==> src/rtl/axi_pkg.sv <==
// Shared AXI3 write-slave constants and FSM state type.
package axi_pkg;

  localparam logic [1:0] BRESP_OKAY   = 2'b00;
  localparam logic [1:0] BRESP_SLVERR = 2'b10;
  localparam logic [1:0] BRESP_DECERR = 2'b11;

  localparam logic [1:0] BURST_FIXED  = 2'b00;
  localparam logic [1:0] BURST_INCR   = 2'b01;
  localparam logic [1:0] BURST_WRAP   = 2'b10;
  localparam logic [1:0] BURST_RSVD   = 2'b11;

  typedef enum logic [1:0] {
    IDLE = 2'd0,
    DATA = 2'd1,
    RESP = 2'd2
  } wslv_state_t;

endpackage

==> src/rtl/wslv_ram.sv <==
// Word-addressed RAM: one byte-enabled write port, one registered read port.
// A same-cycle read of the word being written returns the old contents.
module wslv_ram #(
  parameter int unsigned DW = 32,
  parameter int unsigned AW = 6
) (
  input  logic            clk_i,
  input  logic            rst_ni,
  input  logic            we_i,
  input  logic [DW/8-1:0] be_i,
  input  logic [AW-1:0]   waddr_i,
  input  logic [DW-1:0]   wdata_i,
  input  logic [AW-1:0]   raddr_i,
  output logic [DW-1:0]   rdata_o
);

  localparam int unsigned NB    = DW / 8;
  localparam int unsigned DEPTH = 2 ** AW;

  logic [DW-1:0] mem_q [DEPTH];
  logic [DW-1:0] rdata_q;

  // Byte-lane write; contents survive reset.
  always_ff @(posedge clk_i) begin
    if (we_i) begin
      for (int k = 0; k < NB; k++) begin
        if (be_i[k]) mem_q[waddr_i][8*k +: 8] <= wdata_i[8*k +: 8];
      end
    end
  end

  // Registered read, cleared by reset.
  always_ff @(posedge clk_i) begin
    if (!rst_ni) rdata_q <= '0;
    else         rdata_q <= mem_q[raddr_i];
  end

  assign rdata_o = rdata_q;

endmodule

==> src/rtl/axi_write_slave.sv <==
// AXI3 write-channel slave: one burst at a time into a local RAM, B response,
// registered device read port and a completion pulse.
// Build option: AXI_WSLV_WSTRB_EN enables per-byte WSTRB masking.
module axi_write_slave
  import axi_pkg::*;
#(
  parameter int unsigned buswidth = 32,
  parameter int unsigned MEM_AW   = 6
) (
  input  logic                  devclock,
  input  logic                  ARESETn,
  input  logic [3:0]            AWID,
  input  logic [31:0]           AWADDR,
  input  logic [3:0]            AWLEN,
  input  logic [2:0]            AWSIZE,
  input  logic [1:0]            AWBURST,
  input  logic                  AWVALID,
  output logic                  AWREADY,
  input  logic [3:0]            WID,
  input  logic [buswidth-1:0]   WDATA,
  input  logic [buswidth/8-1:0] WSTRB,
  input  logic                  WLAST,
  input  logic                  WVALID,
  output logic                  WREADY,
  output logic [3:0]            BID,
  output logic [1:0]            BRESP,
  output logic                  BVALID,
  input  logic                  BREADY,
  input  logic [MEM_AW-1:0]     rd_addr,
  output logic [buswidth-1:0]   rd_data,
  output logic                  wr_done
);

  localparam int unsigned STRB_W  = buswidth / 8;
  localparam int unsigned BYTE_SH = $clog2(STRB_W);
  localparam int unsigned IDX_SH  = MEM_AW + BYTE_SH;

  wslv_state_t state_q, state_d;
  logic [3:0]  id_q, id_d, len_q, len_d, beat_q, beat_d;
  logic [31:0] addr_q, addr_d;
  logic [2:0]  size_q, size_d;
  logic [1:0]  burst_q, burst_d, bresp_q, bresp_d;
  logic        dec_q, dec_d, slv_q, slv_d;

  logic        aw_hs, w_hs, last_beat, cfg_bad, beat_dec, beat_slv, ram_we;
  logic [31:0] step, wrap_mask, addr_nxt;
  logic [STRB_W-1:0] ram_be;

  assign AWREADY = (state_q == IDLE) & ARESETn;
  assign WREADY  = (state_q == DATA);
  assign BVALID  = (state_q == RESP);
  assign BID     = id_q;
  assign BRESP   = bresp_q;
  assign wr_done = BVALID & BREADY & ARESETn;

  assign aw_hs     = AWVALID & AWREADY;
  assign w_hs      = WVALID & WREADY;
  assign last_beat = (beat_q == len_q);

  // Burst-wide protocol errors fixed by the latched AW fields.
  assign cfg_bad = (size_q > 3'(BYTE_SH)) | (burst_q == BURST_RSVD) |
                   ((burst_q == BURST_WRAP) &
                    !((len_q == 4'd1) | (len_q == 4'd3) | (len_q == 4'd7) | (len_q == 4'd15)));
  // Per-beat errors; a beat raising either is not written.
  assign beat_dec = (addr_q >> IDX_SH) != 32'd0;
  assign beat_slv = cfg_bad | (WID != id_q) | (WLAST != last_beat);
  assign ram_we   = w_hs & ~beat_dec & ~beat_slv;

`ifdef AXI_WSLV_WSTRB_EN
  assign ram_be = WSTRB;
`else
  // Strobes ignored: every accepted beat writes the whole word.
  logic unused_wstrb;
  assign unused_wstrb = ^WSTRB;
  assign ram_be       = '1;
`endif

  // Next beat address for FIXED / INCR / WRAP (32-bit, no carry out).
  always_comb begin
    step      = 32'd1 << size_q;
    wrap_mask = ((32'(len_q) + 32'd1) << size_q) - 32'd1;
    addr_nxt  = addr_q;
    case (burst_q)
      BURST_INCR: addr_nxt = addr_q + step;
      BURST_WRAP: addr_nxt = (addr_q & ~wrap_mask) | ((addr_q + step) & wrap_mask);
      default:    addr_nxt = addr_q;
    endcase
  end

  // FSM next-state and burst context update.
  always_comb begin
    state_d = state_q;
    id_d    = id_q;
    addr_d  = addr_q;
    len_d   = len_q;
    size_d  = size_q;
    burst_d = burst_q;
    beat_d  = beat_q;
    dec_d   = dec_q;
    slv_d   = slv_q;
    bresp_d = bresp_q;
    case (state_q)
      IDLE: begin
        if (aw_hs) begin
          id_d    = AWID;
          addr_d  = AWADDR;
          len_d   = AWLEN;
          size_d  = AWSIZE;
          burst_d = AWBURST;
          beat_d  = 4'd0;
          dec_d   = 1'b0;
          slv_d   = 1'b0;
          state_d = DATA;
        end
      end
      DATA: begin
        if (w_hs) begin
          addr_d = addr_nxt;
          beat_d = beat_q + 4'd1;
          dec_d  = dec_q | beat_dec;
          slv_d  = slv_q | beat_slv;
          if (last_beat | WLAST) begin
            state_d = RESP;
            bresp_d = (dec_q | beat_dec) ? BRESP_DECERR :
                      (slv_q | beat_slv) ? BRESP_SLVERR : BRESP_OKAY;
          end
        end
      end
      RESP: begin
        if (BREADY) state_d = IDLE;
      end
      default: state_d = IDLE;
    endcase
  end

  // State and context registers; synchronous active-low reset.
  always_ff @(posedge devclock) begin
    if (!ARESETn) begin
      state_q <= IDLE;
      id_q    <= '0;
      addr_q  <= '0;
      len_q   <= '0;
      size_q  <= '0;
      burst_q <= '0;
      beat_q  <= '0;
      dec_q   <= 1'b0;
      slv_q   <= 1'b0;
      bresp_q <= BRESP_OKAY;
    end else begin
      state_q <= state_d;
      id_q    <= id_d;
      addr_q  <= addr_d;
      len_q   <= len_d;
      size_q  <= size_d;
      burst_q <= burst_d;
      beat_q  <= beat_d;
      dec_q   <= dec_d;
      slv_q   <= slv_d;
      bresp_q <= bresp_d;
    end
  end

  wslv_ram #(
    .DW (buswidth),
    .AW (MEM_AW)
  ) u_ram (
    .clk_i   (devclock),
    .rst_ni  (ARESETn),
    .we_i    (ram_we),
    .be_i    (ram_be),
    .waddr_i (addr_q[BYTE_SH +: MEM_AW]),
    .wdata_i (WDATA),
    .raddr_i (rd_addr),
    .rdata_o (rd_data)
  );

endmodule

==> config.mk <==
export PLATFORM = sky130hd
export DESIGN_NAME = axi_write_slave
export DESIGN_NICKNAME = d
export VERILOG_FILES = /design/src/rtl/axi_pkg.sv /design/src/rtl/wslv_ram.sv /design/src/rtl/axi_write_slave.sv
export SDC_FILE = /design/constraint.sdc
export NUM_CORES = 2
export LEC_CHECK = 0
export ABC_AREA = 1
export CAP_MARGIN = 25
export CORE_ASPECT_RATIO = 0.5
export CORE_MARGIN = 10
export CORE_UTILIZATION = 42
export CTS_CLUSTER_DIAMETER = 150
export CTS_CLUSTER_SIZE = 25
export DETAILED_ROUTE_END_ITERATION = 6
export PLACE_DENSITY = 0.55
export SYNTH_ARGS = -nofsm -noshare
export SYNTH_HDL_FRONTEND = slang
export SYNTH_SLANG_ARGS = --single-unit
==> constraint.sdc <==
create_clock -name devclock -period 13.2 [get_ports devclock]
set_input_delay 3.96 -clock devclock [delete_from_list [all_inputs] [get_ports devclock]]
set_output_delay 3.96 -clock devclock [all_outputs]
set_load 0.005 [all_outputs]
; After elaboration in Yosys (flattened, before gate mapping)
; Memories as Yosys holds them, arrays and structs flattened. A register that Yosys moved wholly into a read port is not among the register bits.
; Index checks and enable logic that the tools add are counted.
[op_classes]
n_addsub = 4
n_lt_le_gt_ge = 1
eq_ne = 17
shifts = 2
n_mux = 21
bitwise = 24
n_reduce_logical = 10
[ops]
columns = op, count
row1 = case mux 32 bit (2 select lines), 2
row2 = AND 32 bit, 2
row3 = two-way mux 32 bit, 2
row4 = adder 32 bit, 1
row5 = NOT 32 bit, 1
row6 = OR 32 bit, 1
row7 = nonzero test 32 bit, 1
row8 = << shifter 1 x 3 -> 32 bit (first input constant), 1
row9 = << shifter 5 x 3 -> 32 bit, 1
row10 = subtractor 32 x 1 -> 32 bit (second input constant), 1
row11 = two-way mux 2 bit, 6
row12 = OR 1 bit, 10
row13 = AND 1 bit, 8
row14 = two-way mux 4 bit, 2
row15 = case mux 4 bit (2 select lines), 1
row16 = AND reduction 4 bit, 2
row17 = equality test 2 bit (second input constant), 3
row18 = inequality test 2 x 1 -> 1 bit (second input constant), 3
row19 = case mux 2 bit (3 select lines), 1
row20 = AND reduction 3 bit, 2
row21 = adder 4 x 1 -> 5 bit (second input constant), 1
row22 = two-way mux 1 bit, 5
row23 = adder 4 x 1 -> 4 bit (second input constant), 1
row24 = equality test 2 x 1 -> 1 bit (second input constant), 2
row25 = other kinds (16), 19
[totals]
regBits = 55
ramBits = 2048
input_bits = 97
output_inout_bits = 42
elab_cells = 90
mem_count = 1
[memory_table]
columns = name, depth, width, read_ports, rd_ports_with_merged_regs, wr, line_no
row1 = u_ram.mem_q, 64, 32, 1, 1, 1, wslv_ram.sv:20  ; logic [DW-1:0] mem_q [DEPTH];

; Depth between registers and ports, before layout
[logic_depth]
depth_word = 13
depth_mapped = 19
ltp_nobuf = 19

; By module
; A second synthesis with hierarchy kept.
[hier_totals]
hier_cells = 7827
hier_area_um2 = 88352.2
[by_module_without_submodules]
columns = module, instances, cells_per_inst, area_per_inst_um2, seq_area_each_um2
row1 = wslv_ram, 1, 7135, 84045.6, 62139.6
row2 = axi_write_slave, 1, 692, 4306.6, 1101.1

; Least setup slack after synthesis
; OpenSTA, ideal clock, no wires.
[synth_path]
path_kind = input to output
startpoint = input ARESETn
endpoint = output wr_done
t_arrival_ns = 4.400
t_required_ns = 9.240
path_slack_ns = 4.840
cell_stages = 3
path_buffers = 1
path_cell_list = inv_2 -> clkbuf_1 -> nor4_1
[synth_via]
elab_chain_len = 1
[synth_rtl]
columns = element, line_no
row1 = from (decl), axi_write_slave.sv:11  ; input logic ARESETn,
row2 = AND 1 bit, axi_write_slave.sv:54  ; assign wr_done = BVALID & BREADY & ARESETn;
row3 = to (decl), axi_write_slave.sv:31  ; output logic wr_done
; Every way passes these cells.

; Worst setup path after layout
; Ends and elaborated chain as after synthesis.

==> results_dict.tcl <==
set metrics [dict create \
    rrSetupSlack_ps 8520 \
    hp-class "flip-flop to flip-flop" \
    busiest_layer "met2" \
    peakVddDrop_v 0.0000990 \
    first_pass_iters 6 \
    max_freq_ghz 0.105 \
    hold_violations 0 \
    max-slew-margin-rel_pct 25.8 \
    cp.required_ps 9240 \
    cts_root_buf "clkbuf_16" \
    finalMaxSlewViolations 0 \
    cts_made_buffers 95 \
    grt.total_usage_pct 22.1 \
    vias 56400 \
    grt_remaining_overflow 0 \
    ys_types 54 \
    drive_gt1_share_pct 6.32 \
    synth-async-reset-ratio_pct 0 \
    post-cts-setup-buffer-count 0 \
    ioPinCount 139 \
    synth_ff_type "edfxtp_1" \
    post_cts_resized 0 \
    via_per_inst 5.99 \
    rsz0062_at_grt "no" \
    synth_xor_area_share_pct 0.236 \
    wl_per_cell_um 27.4 \
    crit_path_end "wr_done" \
    cp_max_fo 58 \
    r2r_cells 12 \
    cts_tree "yes" \
    ys_ff_latch 2135 \
    ant_nets 0 \
    syn_avg_cell_area_um2 12.7 \
    cts_buffer_depth 3 \
    reg2reg_from "state_q[0]$_SDFFE_PN0P_" \
    synth_top_family_by_area "compound AO/OA/AOI/OAI gates" \
    area_growth_pct 8.64 \
    coreArea_mm2 0.201 \
    fin_skew_ps 55.7 \
    power.leakage_nw 28.6 \
    status "complete, no violations" \
    die_h_um 338 \
    setup_viol 0 \
    place_congestion 0.789 \
    synthTopCellsByArea "edfxtp_1, o21ai_0, nor2_1" \
    synth_top_cell_area_share_pct 72.2 \
    gr-usage-met3_pct 2.68 \
    dieWidth_um 657 \
    clock_latency_ps 780 \
    wirelength_mm 258 \
    cp-start-kind "primary input" \
    antenna_found_initial 10 \
    endpoint_kind "output pin" \
    syn_inst 6700 \
    max_cap_viol_count 0 \
    grt_max_degree 193 \
    cts.reportedPaths.clkPinSlew_ps 100 \
    cts_hold_buf 0 \
    dp_hpwl_mm 132 \
    synth_compound_area_share_pct 12.8 \
    synth_seq_area_share_pct 74.2 \
    final_net_count 6719 \
    synth_fa_ha_area_share_pct 0.229 \
    fin_crit_ps 9530 \
    tns_ps 0 \
    io_buffers 134 \
    yosysTopAreaCell "edfxtp_1" \
    die_area_mm2 0.222 \
    grt_pass1_vias 53700 \
    synthesis.nets 6812 \
    yosys-mux-area-fraction_pct 0.0352 \
    final.period_utilization_pct 72.2 \
    cts_sinks 2135 \
    grt_pass1_wl_mm 372 \
    finalWorstSetupSlack_ps 3670 \
    p_per_area_mw_per_mm2 129 \
    grtUsageMet2_pct 35.3 \
    synth_warnings 0 \
    htreeDepth 3 \
    synth_simple_gate_area_share_pct 9.61 \
    synthesis.area_mm2 0.0852 \
    dp_worst_setup_slack_ps 3670 \
    worstMarginPinSlew_ps 1110 \
    start_util_pct 42.4 \
    num_rows 116 \
    setup.worst_path.start "ARESETn" \
    worstPathArrival_ps 5570 \
    drc 0 \
    drt_iter0_drc 7540 \
    synth_edf_count 2048 \
    grt_util_met1_pct 32.3 \
    path_class "primary input to output pin" \
    timing.rr.end "u_ram.mem_q[44][3]$_DFFE_PP_" \
]
[Yosys cell counts, types with 23 or more instances]
cell      count
buf_1        23
o21ai_0    1184
edfxtp_1   2048
inv_1        79
buf_2       134
clkbuf_1    283
a21oi_1      92
nand2_1     408
o22ai_1     470
nand3_1     237
o211ai_1     28
nor2_1     1267
o21ai_1      31
dfxtp_1      87
buf_4        29
o221ai_1     83
[metal layers]
| metal | wire (µm) | up-vias | part of all wire [%] |
|---|---|---|---|
| li1 | - | 24600 | - |
| met1 | 112000 | 28900 | 44 |
| met2 | 119000 | 2475 | 46 |
| met3 | 20700 | 328 | 8.0 |
| met4 | 6220 | 2 | 2.4 |
| met5 | 13 | - | 0.0050 |
[worst min path at each step]
stage                           start                      to  slack, ps  cells after the start
6_report        BRESP[0]$_SDFFE_PN0P_   BRESP[0]$_SDFFE_PN0P_        480                      2
5_1_grt         BRESP[0]$_SDFFE_PN0P_   BRESP[0]$_SDFFE_PN0P_        490                      2
4_1_cts         BRESP[0]$_SDFFE_PN0P_   BRESP[0]$_SDFFE_PN0P_        480                      2
3_5_place_dp    BRESP[0]$_SDFFE_PN0P_   BRESP[0]$_SDFFE_PN0P_        460                      2
3_3_place_gp    BRESP[0]$_SDFFE_PN0P_   BRESP[0]$_SDFFE_PN0P_        460                      2
2_1_floorplan  beat_q[3]$_SDFFE_PN0P_  beat_q[3]$_SDFFE_PN0P_        460                      1
[layout by cell type (no fill, tap or decap), types with 28 or more instances in the layout]
| cell type | count |
|---|---|
| o221ai_1 | 83 |
| nor2_4 | 68 |
| clkbuf_1 | 76 |
| edfxtp_1 | 2048 |
| buf_12 | 30 |
| clkdlybuf4s50_1 | 95 |
| inv_1 | 77 |
| nand3_1 | 237 |
| o22ai_1 | 470 |
| buf_4 | 121 |
| nor2_1 | 1203 |
| o21ai_0 | 1184 |
| o211ai_1 | 28 |
| a21oi_1 | 92 |
| clkbuf_16 | 97 |
| buf_2 | 34 |
| o21ai_1 | 31 |
| nand2_1 | 408 |
| dfxtp_1 | 87 |
[layout make-up]
class / count / area, µm²
repair buffers: 286 / 2740
flip-flops and latches: 2135 / 63200
well taps: 2714 / 3400
fillers: 17800 / 108000
diodes: 3 / 7.51
clock inverters: 5 / 103
clock buffers: 173 / 2710
inverters: 92 / 373
multi-input cells: 3997 / 20000
[state kept, by name, indices dropped and copies added, names as in the netlist, named ones only]
name,flops
dec_q,1
size_q,3
state_q,2
burst_q,2
BID,4
u_ram.mem_q,2048
beat_q,4
u_ram.rdata_o,32
slv_q,1
len_q,4
BRESP,2
[where the power goes]
group          leakage [nW]  internal [W]  total (W)  switching [W]
Clock                  1.33       0.00142    0.00351        0.00209
Combinational          8.16      0.000271   0.000964       0.000693
Sequential             19.1       0.00743    0.00747      0.0000383
Total                  28.6       0.00912     0.0119        0.00282
[logic make-up (layout without fill, tap and decap cells)]
logic type / after synthesis / count (layout)
flops: 2135 / 2135
compound gates: 1949 / 1949
mux: 3 / 3
buf+inv: 568 / 556
xor+xnor: 23 / 23
other cells: 0 / 3
simple gates: 2007 / 2007
fa+ha+maj: 15 / 15
[critical path: stages]
cell	delay, ps
buf_2	80
buf_4	620
inv_2	130
nor4_1	210
clkdlybuf4s50_1	570
[metrics by stage]
step	instances	total power, W	cell area [µm²]	hold WS (ps)	util [%]
final	9405	0.0119	92600	477	46.1
after global routing	9403	0.0123	92600	492	46.1
after CTS	9385	0.0120	92200	479	45.9
after detailed placement	9207	0.00857	89400	463	44.5
after global placement	9202	0.00855	89300	464	44.5
after floorplan	6700	0.00815	85200	458	-
Power figures use the tool's default switching activity.
